$ cat src/rtl/q_learn_pkg.sv
// Shared constants and saturation helper for the Q-learning update datapath.
package q_learn_pkg;

  localparam int unsigned DEF_DATA_W  = 16;
  localparam int unsigned DEF_SHIFT_W = 2;
  localparam int unsigned DEF_TAG_W   = 8;

  // Working width of the clamp helper; wide enough for any practical DATA_W.
  localparam int unsigned SAT_W = 64;

  // Signed range limits at the default data width.
  localparam logic signed [DEF_DATA_W-1:0] QMAX = {1'b0, {(DEF_DATA_W-1){1'b1}}};
  localparam logic signed [DEF_DATA_W-1:0] QMIN = {1'b1, {(DEF_DATA_W-1){1'b0}}};

  // Clamp a sign-extended value into the signed range of a w-bit word.
  function automatic logic signed [SAT_W-1:0] q_sat(input logic signed [SAT_W-1:0] x,
                                                    input int unsigned w);
    logic signed [SAT_W-1:0] hi;
    logic signed [SAT_W-1:0] lo;
    hi = (SAT_W'(1) << (w - 32'd1)) - SAT_W'(1);
    lo = ~hi;
    if (x > hi)      q_sat = hi;
    else if (x < lo) q_sat = lo;
    else             q_sat = x;
  endfunction

endpackage

$ cat src/rtl/q_ashift.sv
// Combinational arithmetic right barrel shifter (floor division by 2^sh).
module q_ashift #(
  parameter int unsigned W       = 16,
  parameter int unsigned SHIFT_W = 2
) (
  input  logic signed [W-1:0]       din,
  input  logic        [SHIFT_W-1:0] sh,
  output logic signed [W-1:0]       dout_c
);

  // One conditional power-of-two stage per shift-amount bit.
  always_comb begin
    dout_c = din;
    for (int i = 0; i < int'(SHIFT_W); i++) begin
      if (sh[i]) dout_c = dout_c >>> (1 << i);
    end
  end

endmodule

$ cat src/rtl/q_update_pipe.sv
// Three-stage Q-learning update: Q + 2^-a * (r + 2^-g * maxQ - Q), valid/ready streamed.
module q_update_pipe #(
  parameter int unsigned DATA_W   = q_learn_pkg::DEF_DATA_W,
  parameter int unsigned SHIFT_W  = q_learn_pkg::DEF_SHIFT_W,
  parameter int unsigned TAG_W    = q_learn_pkg::DEF_TAG_W,
  parameter bit          SATURATE = 1'b1
) (
  input  logic                      clk,
  input  logic                      rst_n,
  input  logic                      in_valid,
  output logic                      in_ready,
  input  logic signed [DATA_W-1:0]  q_in,
  input  logic signed [DATA_W-1:0]  max_q,
  input  logic signed [DATA_W-1:0]  reward,
  input  logic        [SHIFT_W-1:0] alpha_sh,
  input  logic        [SHIFT_W-1:0] gamma_sh,
  input  logic                      terminal,
  input  logic        [TAG_W-1:0]   tag_in,
  output logic                      out_valid,
  input  logic                      out_ready,
  output logic signed [DATA_W-1:0]  q_out,
  output logic        [TAG_W-1:0]   tag_out,
  output logic                      sat_out
);

  import q_learn_pkg::*;

  localparam int unsigned TD_W  = DATA_W + 2;
  localparam int unsigned SUM_W = DATA_W + 3;

  // Stage 1 registers
  logic                     v1;
  logic signed [TD_W-1:0]   td1;
  logic signed [DATA_W-1:0] q1;
  logic [SHIFT_W-1:0]       a1;
  logic [TAG_W-1:0]         tag1;

  // Stage 2 registers
  logic                     v2;
  logic signed [TD_W-1:0]   e2r;
  logic signed [DATA_W-1:0] q2;
  logic [TAG_W-1:0]         tag2;

  // Combinational datapath and handshake
  logic signed [DATA_W-1:0] e1_c;
  logic signed [DATA_W-1:0] e1_term_c;
  logic signed [TD_W-1:0]   td_c;
  logic signed [TD_W-1:0]   e2_c;
  logic signed [SUM_W-1:0]  sum_c;
  logic signed [SAT_W-1:0]  sat_c;
  logic signed [DATA_W-1:0] q_next_c;
  logic                     sat_next_c;
  logic                     ld1_c;
  logic                     ld2_c;
  logic                     ld3_c;

  q_ashift #(.W(DATA_W), .SHIFT_W(SHIFT_W)) u_gamma_shift (
    .din    (max_q),
    .sh     (gamma_sh),
    .dout_c (e1_c)
  );

  q_ashift #(.W(TD_W), .SHIFT_W(SHIFT_W)) u_alpha_shift (
    .din    (td1),
    .sh     (a1),
    .dout_c (e2_c)
  );

  // Temporal difference; terminal next-state drops the bootstrap term.
  always_comb begin
    e1_term_c = terminal ? '0 : e1_c;
    td_c      = TD_W'(reward) + TD_W'(e1_term_c) - TD_W'(q_in);
  end

  // Final sum with optional clamp to the signed output range.
  always_comb begin
    sum_c      = SUM_W'(q2) + SUM_W'(e2r);
    sat_c      = q_sat(SAT_W'(sum_c), DATA_W);
    q_next_c   = SATURATE ? DATA_W'(sat_c) : DATA_W'(sum_c);
    sat_next_c = SATURATE && (sat_c != SAT_W'(sum_c));
  end

  // A stage loads when empty or when its content moves on this cycle.
  always_comb begin
    ld3_c = !out_valid | out_ready;
    ld2_c = !v2 | ld3_c;
    ld1_c = !v1 | ld2_c;
  end

  assign in_ready = ld1_c;

  // Stage 1: capture temporal difference and side information.
  always_ff @(posedge clk or negedge rst_n) begin
    if (!rst_n) begin
      v1   <= 1'b0;
      td1  <= '0;
      q1   <= '0;
      a1   <= '0;
      tag1 <= '0;
    end else if (ld1_c) begin
      v1 <= in_valid;
      if (in_valid) begin
        td1  <= td_c;
        q1   <= q_in;
        a1   <= alpha_sh;
        tag1 <= tag_in;
      end
    end
  end

  // Stage 2: learning-rate scaled error.
  always_ff @(posedge clk or negedge rst_n) begin
    if (!rst_n) begin
      v2   <= 1'b0;
      e2r  <= '0;
      q2   <= '0;
      tag2 <= '0;
    end else if (ld2_c) begin
      v2 <= v1;
      if (v1) begin
        e2r  <= e2_c;
        q2   <= q1;
        tag2 <= tag1;
      end
    end
  end

  // Stage 3: registered result, held stable while the consumer stalls.
  always_ff @(posedge clk or negedge rst_n) begin
    if (!rst_n) begin
      out_valid <= 1'b0;
      q_out     <= '0;
      tag_out   <= '0;
      sat_out   <= 1'b0;
    end else if (ld3_c) begin
      out_valid <= v2;
      if (v2) begin
        q_out   <= q_next_c;
        tag_out <= tag2;
        sat_out <= sat_next_c;
      end
    end
  end

endmodule

$ cat config.mk
export PLATFORM = sky130hd
export DESIGN_NAME = q_update_pipe
export DESIGN_NICKNAME = d
export VERILOG_FILES = /design/src/rtl/q_learn_pkg.sv /design/src/rtl/q_ashift.sv /design/src/rtl/q_update_pipe.sv
export SDC_FILE = /design/constraint.sdc
export NUM_CORES = 1
export LEC_CHECK = 0
export BUFFER_PORTS_ARGS = -buffer_cell sky130_fd_sc_hd__buf_2
export CORE_ASPECT_RATIO = 1.75
export CORE_MARGIN = 10
export CORE_UTILIZATION = 35
export DETAILED_ROUTE_END_ITERATION = 8
export PLACE_DENSITY = 0.49
export SETUP_SLACK_MARGIN = 0.1
export SYNTH_ARGS = -nofsm -noshare
export SYNTH_HDL_FRONTEND = slang
export SYNTH_SLANG_ARGS = --single-unit
$ cat constraint.sdc
create_clock -name clk -period 9 [get_ports clk]
set_clock_uncertainty 0.2 [all_clocks]
set_input_delay 1.8 -clock clk [delete_from_list [all_inputs] [get_ports clk]]
set_output_delay 1.8 -clock clk [all_outputs]
set_load 0.01 [all_outputs]
==> results of run 1 <==
==> flip-flops by register name, indices dropped and copies added (netlist names) <==
signal,cells
e2r,18
td1,18
q1,16
q2,16
q_out,16
tag1,8
tag2,8
tag_out,8
a1,2
out_valid,1
sat_out,1
v1,1
v2,1
==> stage by stage <==
step	hold slack [ns]	setup slack (ns)	power [uW]	utilization [%]
after floorplan	0.2331	3.185	1788	-
after global placement	0.2460	3.298	2044	38.55
after detailed placement	0.2559	3.186	2077	38.55
after CTS	0.2665	3.626	2766	41.40
after global routing	0.2840	3.238	2982	41.40
final	0.2635	3.626	2722	41.40
==> metal layers <==
layer	share of wire, %	vias to the layer above
met4	1.5	0
met3	3.5	11
met1	40	2545
met5	0	-
li1	-	2620
met2	55	96
==> cell usage after synthesis, types with 3 or more instances <==
cell | count | area share [%]
and3_1 | 4 | 0.34
xor2_1 | 13 | 1.5
a211oi_2 | 3 | 0.51
dfrtp_1 | 114 | 39
clkbuf_1 | 26 | 1.3
nand2b_1 | 38 | 3.2
mux4_2 | 23 | 7.0
o21a_1 | 7 | 0.71
or3_1 | 3 | 0.25
nor2b_1 | 3 | 0.25
nor2_1 | 29 | 1.5
a211oi_1 | 5 | 0.51
inv_1 | 56 | 2.9
nand2_1 | 60 | 3.1
o21bai_1 | 5 | 0.51
xnor2_1 | 11 | 1.3
ha_1 | 37 | 6.3
mux2i_1 | 9 | 1.2
nor3_1 | 14 | 0.95
and4_1 | 3 | 0.36
a21o_1 | 9 | 0.92
mux2_2 | 67 | 10
a211o_1 | 3 | 0.36
a31oi_1 | 19 | 1.6
nor3b_1 | 3 | 0.31
nand3_1 | 6 | 0.41
or2_2 | 4 | 0.34
o21ai_0 | 32 | 2.2
fa_1 | 17 | 4.6
a21oi_1 | 30 | 2.0
nand4_1 | 3 | 0.25
buf_1 | 4 | 0.20
==> logic make-up (layout without fill, tap and decap cells) <==
| logic type | after synthesis | in the layout | share of synthesized area, % |
|---|---|---|---|
| compound gates | 134 | 134 | 12.00 |
| xor+xnor | 24 | 24 | 2.852 |
| mux | 99 | 99 | 18.49 |
| buf+inv | 90 | 182 | 4.771 |
| simple gates | 180 | 180 | 12.28 |
| fa+ha+maj | 54 | 54 | 10.90 |
| flops | 114 | 114 | 38.71 |
==> critical path, stage by stage <==
cell and delay [ns]:
buf_2 0.37, mux4_2 0.56, nand2b_1 0.12, fa_1 0.46, fa_1 0.49, nor2b_1 0.13, o21a_1 0.13, o21ai_0 0.17
a211o_1 0.35, a31oi_1 0.36, a211oi_1 0.16, mux2i_1 0.17, o311ai_0 0.15
==> power groups by stage <==
stage	clock, uW	sequential, uW	combinational (uW)
floorplan	0	779	1010
global placement	0	791	1250
detailed placement	0	799	1280
CTS	691	791	1280
global route	714	812	1450
finish	671	786	1260
==> worst paths after layout <==
check                             from         end  slack [ns]  cells after the start
min                         tag_out[1]  tag_out[1]        0.26                      2
min reg2reg                 tag_out[1]  tag_out[1]        0.26                      2
max in group asynchronous        rst_n     e2r[12]        6.13                      2
max                        gamma_sh[0]     td1[16]        3.63                     13
min in group asynchronous        rst_n    q_out[4]        1.17                      1
max reg2reg                      q2[0]   q_out[15]        4.79                     12
==> cell type report <==
class / count / area [um^2]
inverter: 56 / 210.2
tap: 252 / 315.3
multi-input combinational: 491 / 4170
sequential: 114 / 2853
clock inverter: 10 / 133.9
timing repair buffer: 95 / 488.0
clock buffer: 21 / 460.4
fill: 2073 / 12210
==> impl_metrics.py, run 1 <==
metrics = {
    "timing": {
        "maxSlewViolCount": 0,
        "fin_crit_sh_pct": 59.71,
        "worst_pin_slew_ns": 1.056,
        "fin_crit_ns": 5.374,
        "clock.fmax_ghz": 0.1861,
        "fin_tns_setup_ns": 0,
        "report.final.setup_viol": 0,
        "max_slew_margin_pct": 29.57,
        "rsz0062_at_grt": "no",
        "hold_viol": 0,
    },
    "setup_path": {
        "crit_fanout": 16,
        "cp.required_ns": 9.05,
        "critPathKind": "in -> reg",
        "startpoint_type": "input port",
        "critical_path_arrival_ns": 5.42,
        "worstSetupEndpointType": "flip-flop",
    },
    "floorplanning": {
        "dieArea_mm2": 0.02749,
        "ios": 92,
        "start_util_pct": 35.35,
        "die_width_um": 129.7,
        "rows": 70,
        "coreArea_mm2": 0.02085,
        "die_height_um": 212.0,
    },
    "pwr": {
        "clkPwrFrac_pct": 24.7,
        "power_density_mw_per_mm2": 315.4,
        "internal_power_uw": 1712,
        "p_leak_uw": 0.003948,
        "ir_drop_v": 0.0001420,
        "switching_share_pct": 37.08,
        "p_sw_uw": 1009,
        "p_seq_share_pct": 28.9,
        "pwr-share-comb_pct": 46.5,
    },
    "clocking": {
        "cts_setup_buffers": 0,
        "path_clk_slew_ns": 0.05,
        "clockRootBuffer": "clkbuf_16",
        "cts_resized": 0,
        "cts-hold-fix-buffers": 0,
        "cts_made_buffers": 17,
        "h-tree-depth": 4,
        "clk-insertion-delay-late_ns": 0.41,
        "cts_tree": "yes",
        "cts_sinks": 114,
        "clk_path_buf_depth": 2,
    },
    "layout": {
        "nets": 894,
        "instances_no_fill": 1039,
        "synthToLayoutAreaGrowth_pct": 17.11,
        "final_layout_size_suffix_gt1_share_pct": 28.97,
        "final_common_cell": "dfrtp_1",
        "layout.cells.most_common_list": "dfrtp_1, buf_2, mux2_2",
        "final_area_mm2": 0.008631,
        "diodes": 0,
    },
    "grt": {
        "grt_pass1_vias": 5821,
        "antenna_found_initial": 0,
        "grt_use_met3_pct": 3.055,
        "grtUsageMet1_pct": 14.03,
        "grt_pass1_wl_mm": 28.58,
        "grt_overflow_total": 0,
        "grt_busiest_layer": "met2",
        "globalRouteTotalUtil_pct": 12.82,
        "grt_max_degree": 74,
        "globalRouteMet2Util_pct": 23.30,
    },
    "synthesis": {
        "synth_edf_count": 0,
        "yosys_warnings": 0,
        "synthArstFlopShare_pct": 100.0,
        "ys_seq_elements": 114,
        "ys_types": 60,
        "synth_area_mm2": 0.007370,
        "synth_top_flop_cell": "dfrtp_1",
        "seq_area_frac_synth_pct": 38.71,
        "syn_inst": 695,
        "syn_area_per_cell_um2": 10.60,
        "syn_nets": 814,
    },
    "route": {
        "wl_per_cell_um": 15.49,
        "wl_mm": 16.09,
        "drtIter0Drc": 243,
        "viasPerCell": 5.074,
        "drc": 0,
        "firstDrtPassIters": 4,
        "drtAntennaViolNets": 0,
        "vias": 5272,
    },
    "place": {
        "dpl.hpwl_mm": 12.90,
        "placedInstanceArea_mm2": 0.008036,
        "place.port_buffers": 91,
        "gp_congestion": 0.8040,
        "place_inst": 1008,
    },
    "hold_path": {
        "hp-class": "reg -> reg",
    },
    "flow_run": {
        "max_cap_viol_count": 0,
    },
    "run_status": {
        "outcome": "finished clean",
    },
}
Note: power is estimated with default switching activity, not from simulation.
==> run 2, diff against run 1 <==
--- a/config.mk
+++ b/config.mk
@@ -5,6 +5,7 @@
 export SDC_FILE = /design/constraint.sdc
 export NUM_CORES = 1
 export LEC_CHECK = 0
+export ABC_AREA = 1
 export BUFFER_PORTS_ARGS = -buffer_cell sky130_fd_sc_hd__buf_2
 export CORE_ASPECT_RATIO = 1.75
 export CORE_MARGIN = 10
==> constraint.sdc (replaced) <==
create_clock -name clk -period 5.1 [get_ports clk]
set_clock_uncertainty 0.2 [all_clocks]
set_input_delay 1.02 -clock clk [delete_from_list [all_inputs] [get_ports clk]]
set_output_delay 1.02 -clock clk [all_outputs]
set_load 0.01 [all_outputs]
==> impl_metrics.py, run 2 <==
metrics = {
    "synthesis": {
        "syn_inst": 1039,
        "ys_types": 37,
        "synthDominantCellAreaShare_pct": 37.67,
        "yosysMostFrequentCell": "nand2_1",
        "seq_area_frac_synth_pct": 37.67,
        "synth_area_mm2": 0.007574,
        "synth_xor_xnor_area_share_pct": 1.156,
        "syn_nets": 1158,
        "syn_area_per_cell_um2": 7.289,
        "ys_seq_elements": 114,
        "synth_top_flop_cell": "dfrtp_1",
        "synthSimpleGateAreaFrac_pct": 26.48,
        "synth_top_family_by_area": "simple AND/OR/NAND/NOR gates",
        "synth_compound_area_share_pct": 11.40,
        "yosys.area.top_type": "dfrtp_1",
        "synth_edf_count": 0,
        "yosys_warnings": 0,
        "synthMuxAreaShare_pct": 3.040,
        "synthArstFlopShare_pct": 100.0,
        "yosys-top-cells-count": "nand2_1, inv_1, dfrtp_1",
        "synth.area.top_cells": "dfrtp_1, nand2_1, inv_1, ha_1, o21ai_0",
        "synthAdderAreaFrac_pct": 10.61,
    },
    "timing": {
        "max_slew_margin_pct": 38.92,
        "worst_pin_slew_ns": 0.9151,
        "fin_crit_sh_pct": 77.68,
        "worst_slack_ns": 1.138,
        "fin_crit_ns": 3.962,
        "fin_tns_setup_ns": 0,
        "clock.fmax_ghz": 0.2524,
        "report.final.setup_viol": 0,
        "maxSlewViolCount": 0,
        "rsz0062_at_grt": "no",
        "hold_viol": 0,
    },
    "grt": {
        "grt_overflow_total": 0,
        "antenna_found_initial": 0,
        "grt_max_degree": 64,
        "grt_pass1_wl_mm": 32.10,
        "grt_pass1_vias": 6650,
        "globalRouteTotalUtil_pct": 13.81,
    },
    "clocking": {
        "clockRootBuffer": "clkbuf_16",
        "cts_setup_buffers": 0,
        "cts-hold-fix-buffers": 0,
        "cts_made_buffers": 17,
        "clk-insertion-delay-late_ns": 0.41,
        "clk_path_buf_depth": 2,
        "path_clk_slew_ns": 0.05,
        "cts_sinks": 114,
        "h-tree-depth": 4,
        "cts_resized": 0,
        "cts_tree": "yes",
    },
    "place": {
        "gp_congestion": 0.8158,
        "place.port_buffers": 91,
        "dpl.hpwl_mm": 15.55,
        "dp_slack_ns": 0.7021,
    },
    "setup_path": {
        "crit_fanout": 16,
        "critPathKind": "in -> reg",
        "startpoint_type": "input port",
        "worstSetupEndpointType": "flip-flop",
        "cp.required_ns": 5.24,
        "critical_path_arrival_ns": 4.10,
    },
    "pwr": {
        "p_seq_share_pct": 27.0,
        "p_sw_uw": 2294,
        "switching_share_pct": 43.49,
        "ir_drop_v": 0.0002450,
        "p_leak_uw": 0.004804,
        "power_density_mw_per_mm2": 591.7,
        "clkPwrFrac_pct": 23.0,
        "power_uw": 5275,
        "pwr-share-comb_pct": 49.9,
        "internal_power_uw": 2981,
    },
    "layout": {
        "diodes": 0,
        "final_layout_size_suffix_gt1_share_pct": 12.56,
        "synthToLayoutAreaGrowth_pct": 17.71,
        "top_regs": "e2r: 18 flops, td1: 18 flops",
        "layout.cells.most_common_list": "nand2_1, inv_1, dfrtp_1",
        "final_common_cell": "nand2_1",
        "nets": 1238,
    },
    "route": {
        "wl_per_cell_um": 13.44,
        "wl_mm": 19.13,
        "vias": 6579,
        "drtAntennaViolNets": 0,
        "drtIter0Drc": 266,
        "drc": 0,
        "firstDrtPassIters": 4,
        "viasPerCell": 4.623,
    },
    "floorplanning": {
        "die_width_um": 131.2,
        "ios": 92,
        "die_height_um": 214.6,
        "coreArea_mm2": 0.02141,
        "dieArea_mm2": 0.02815,
        "rows": 71,
        "start_util_pct": 35.37,
    },
    "hold_path": {
        "hp-class": "reg -> reg",
    },
    "run_status": {
        "outcome": "finished clean",
    },
    "flow_run": {
        "max_cap_viol_count": 0,
    },
}
==> run 2: layout make-up <==
class | count | area, um^2
Inverter | 156 | 585.6
Tap cell | 292 | 365.4
Clock inverter | 8 | 127.6
Timing Repair Buffer | 97 | 515.5
Multi-Input combinational cell | 733 | 3990
Sequential cell | 114 | 2853
Fill cell | 2290 | 12490
Clock buffer | 23 | 478.0
==> run 2: worst max-delay path, stage by stage <==
cell	delay (ns)
buf_2	0.32
inv_1	0.19
nand2_1	0.11
nand3_1	0.07
nand3_1	0.13
fa_1	0.47
fa_1	0.47
o21ai_1	0.33
a21oi_1	0.16
o21ai_1	0.36
nand3_1	0.13
nand2_1	0.10
or2_2	0.10
nand3_1	0.05
o21ai_1	0.08
==> run 2: cell families (layout without fill, tap and decap cells) <==
kind of cell | count (synthesis) | count (layout)
AO/OA/AOI/OAI | 151 | 151
buffers and inverters | 192 | 284
AND/OR/NAND/NOR | 495 | 495
XOR/XNOR | 10 | 10
multiplexers | 23 | 23
adder cells (fa/ha/maj) | 54 | 54
flip-flops | 114 | 114
==> run 2: path summary, 6_finish.rpt <==
check	startpoint	endpoint	slack, ns	cells after the start
max	gamma_sh[0]	td1[16]	1.14	15
min	q1[2]	q2[2]	0.27	2
max reg2reg	e2r[0]	q_out[15]	1.62	15
min reg2reg	q1[2]	q2[2]	0.27	2
max in group asynchronous	rst_n	tag2[1]	3.46	2
min in group asynchronous	rst_n	q2[15]	0.50	1
==> run 2: metal layers <==
metal | wire length, um | track usage (%) | part of all wire, % | vias up
met5 | 0 | 0 | 0 | -
met4 | 488 | 6.099 | 2.6 | 0
met3 | 660 | 3.002 | 3.5 | 27
met2 | 10430 | 26.07 | 55 | 109
met1 | 7552 | 14.08 | 39 | 2984
li1 | - | - | - | 3459
==> run 2: stage by stage <==
stage | cell area [um^2] | cells | hold slack, ns | utilization [%]
after global routing | 8915 | 1423 | 0.2948 | 41.64
after floorplan | 7574 | 1039 | 0.2422 | -
after global placement | 8309 | 1392 | 0.2526 | 38.81
after CTS | 8915 | 1423 | 0.2693 | 41.64
final | 8915 | 1423 | 0.2716 | 41.64
after detailed placement | 8309 | 1392 | 0.2550 | 38.81
==> run 2: power groups by stage <==
stage	registers [uW]	logic, uW	clock network (uW)
final	1430	2630	1220
after global routing	1480	3060	1280
after CTS	1430	2680	1240
after detailed placement	1450	2670	0
after global placement	1440	2650	0
after floorplan	1420	2020	0
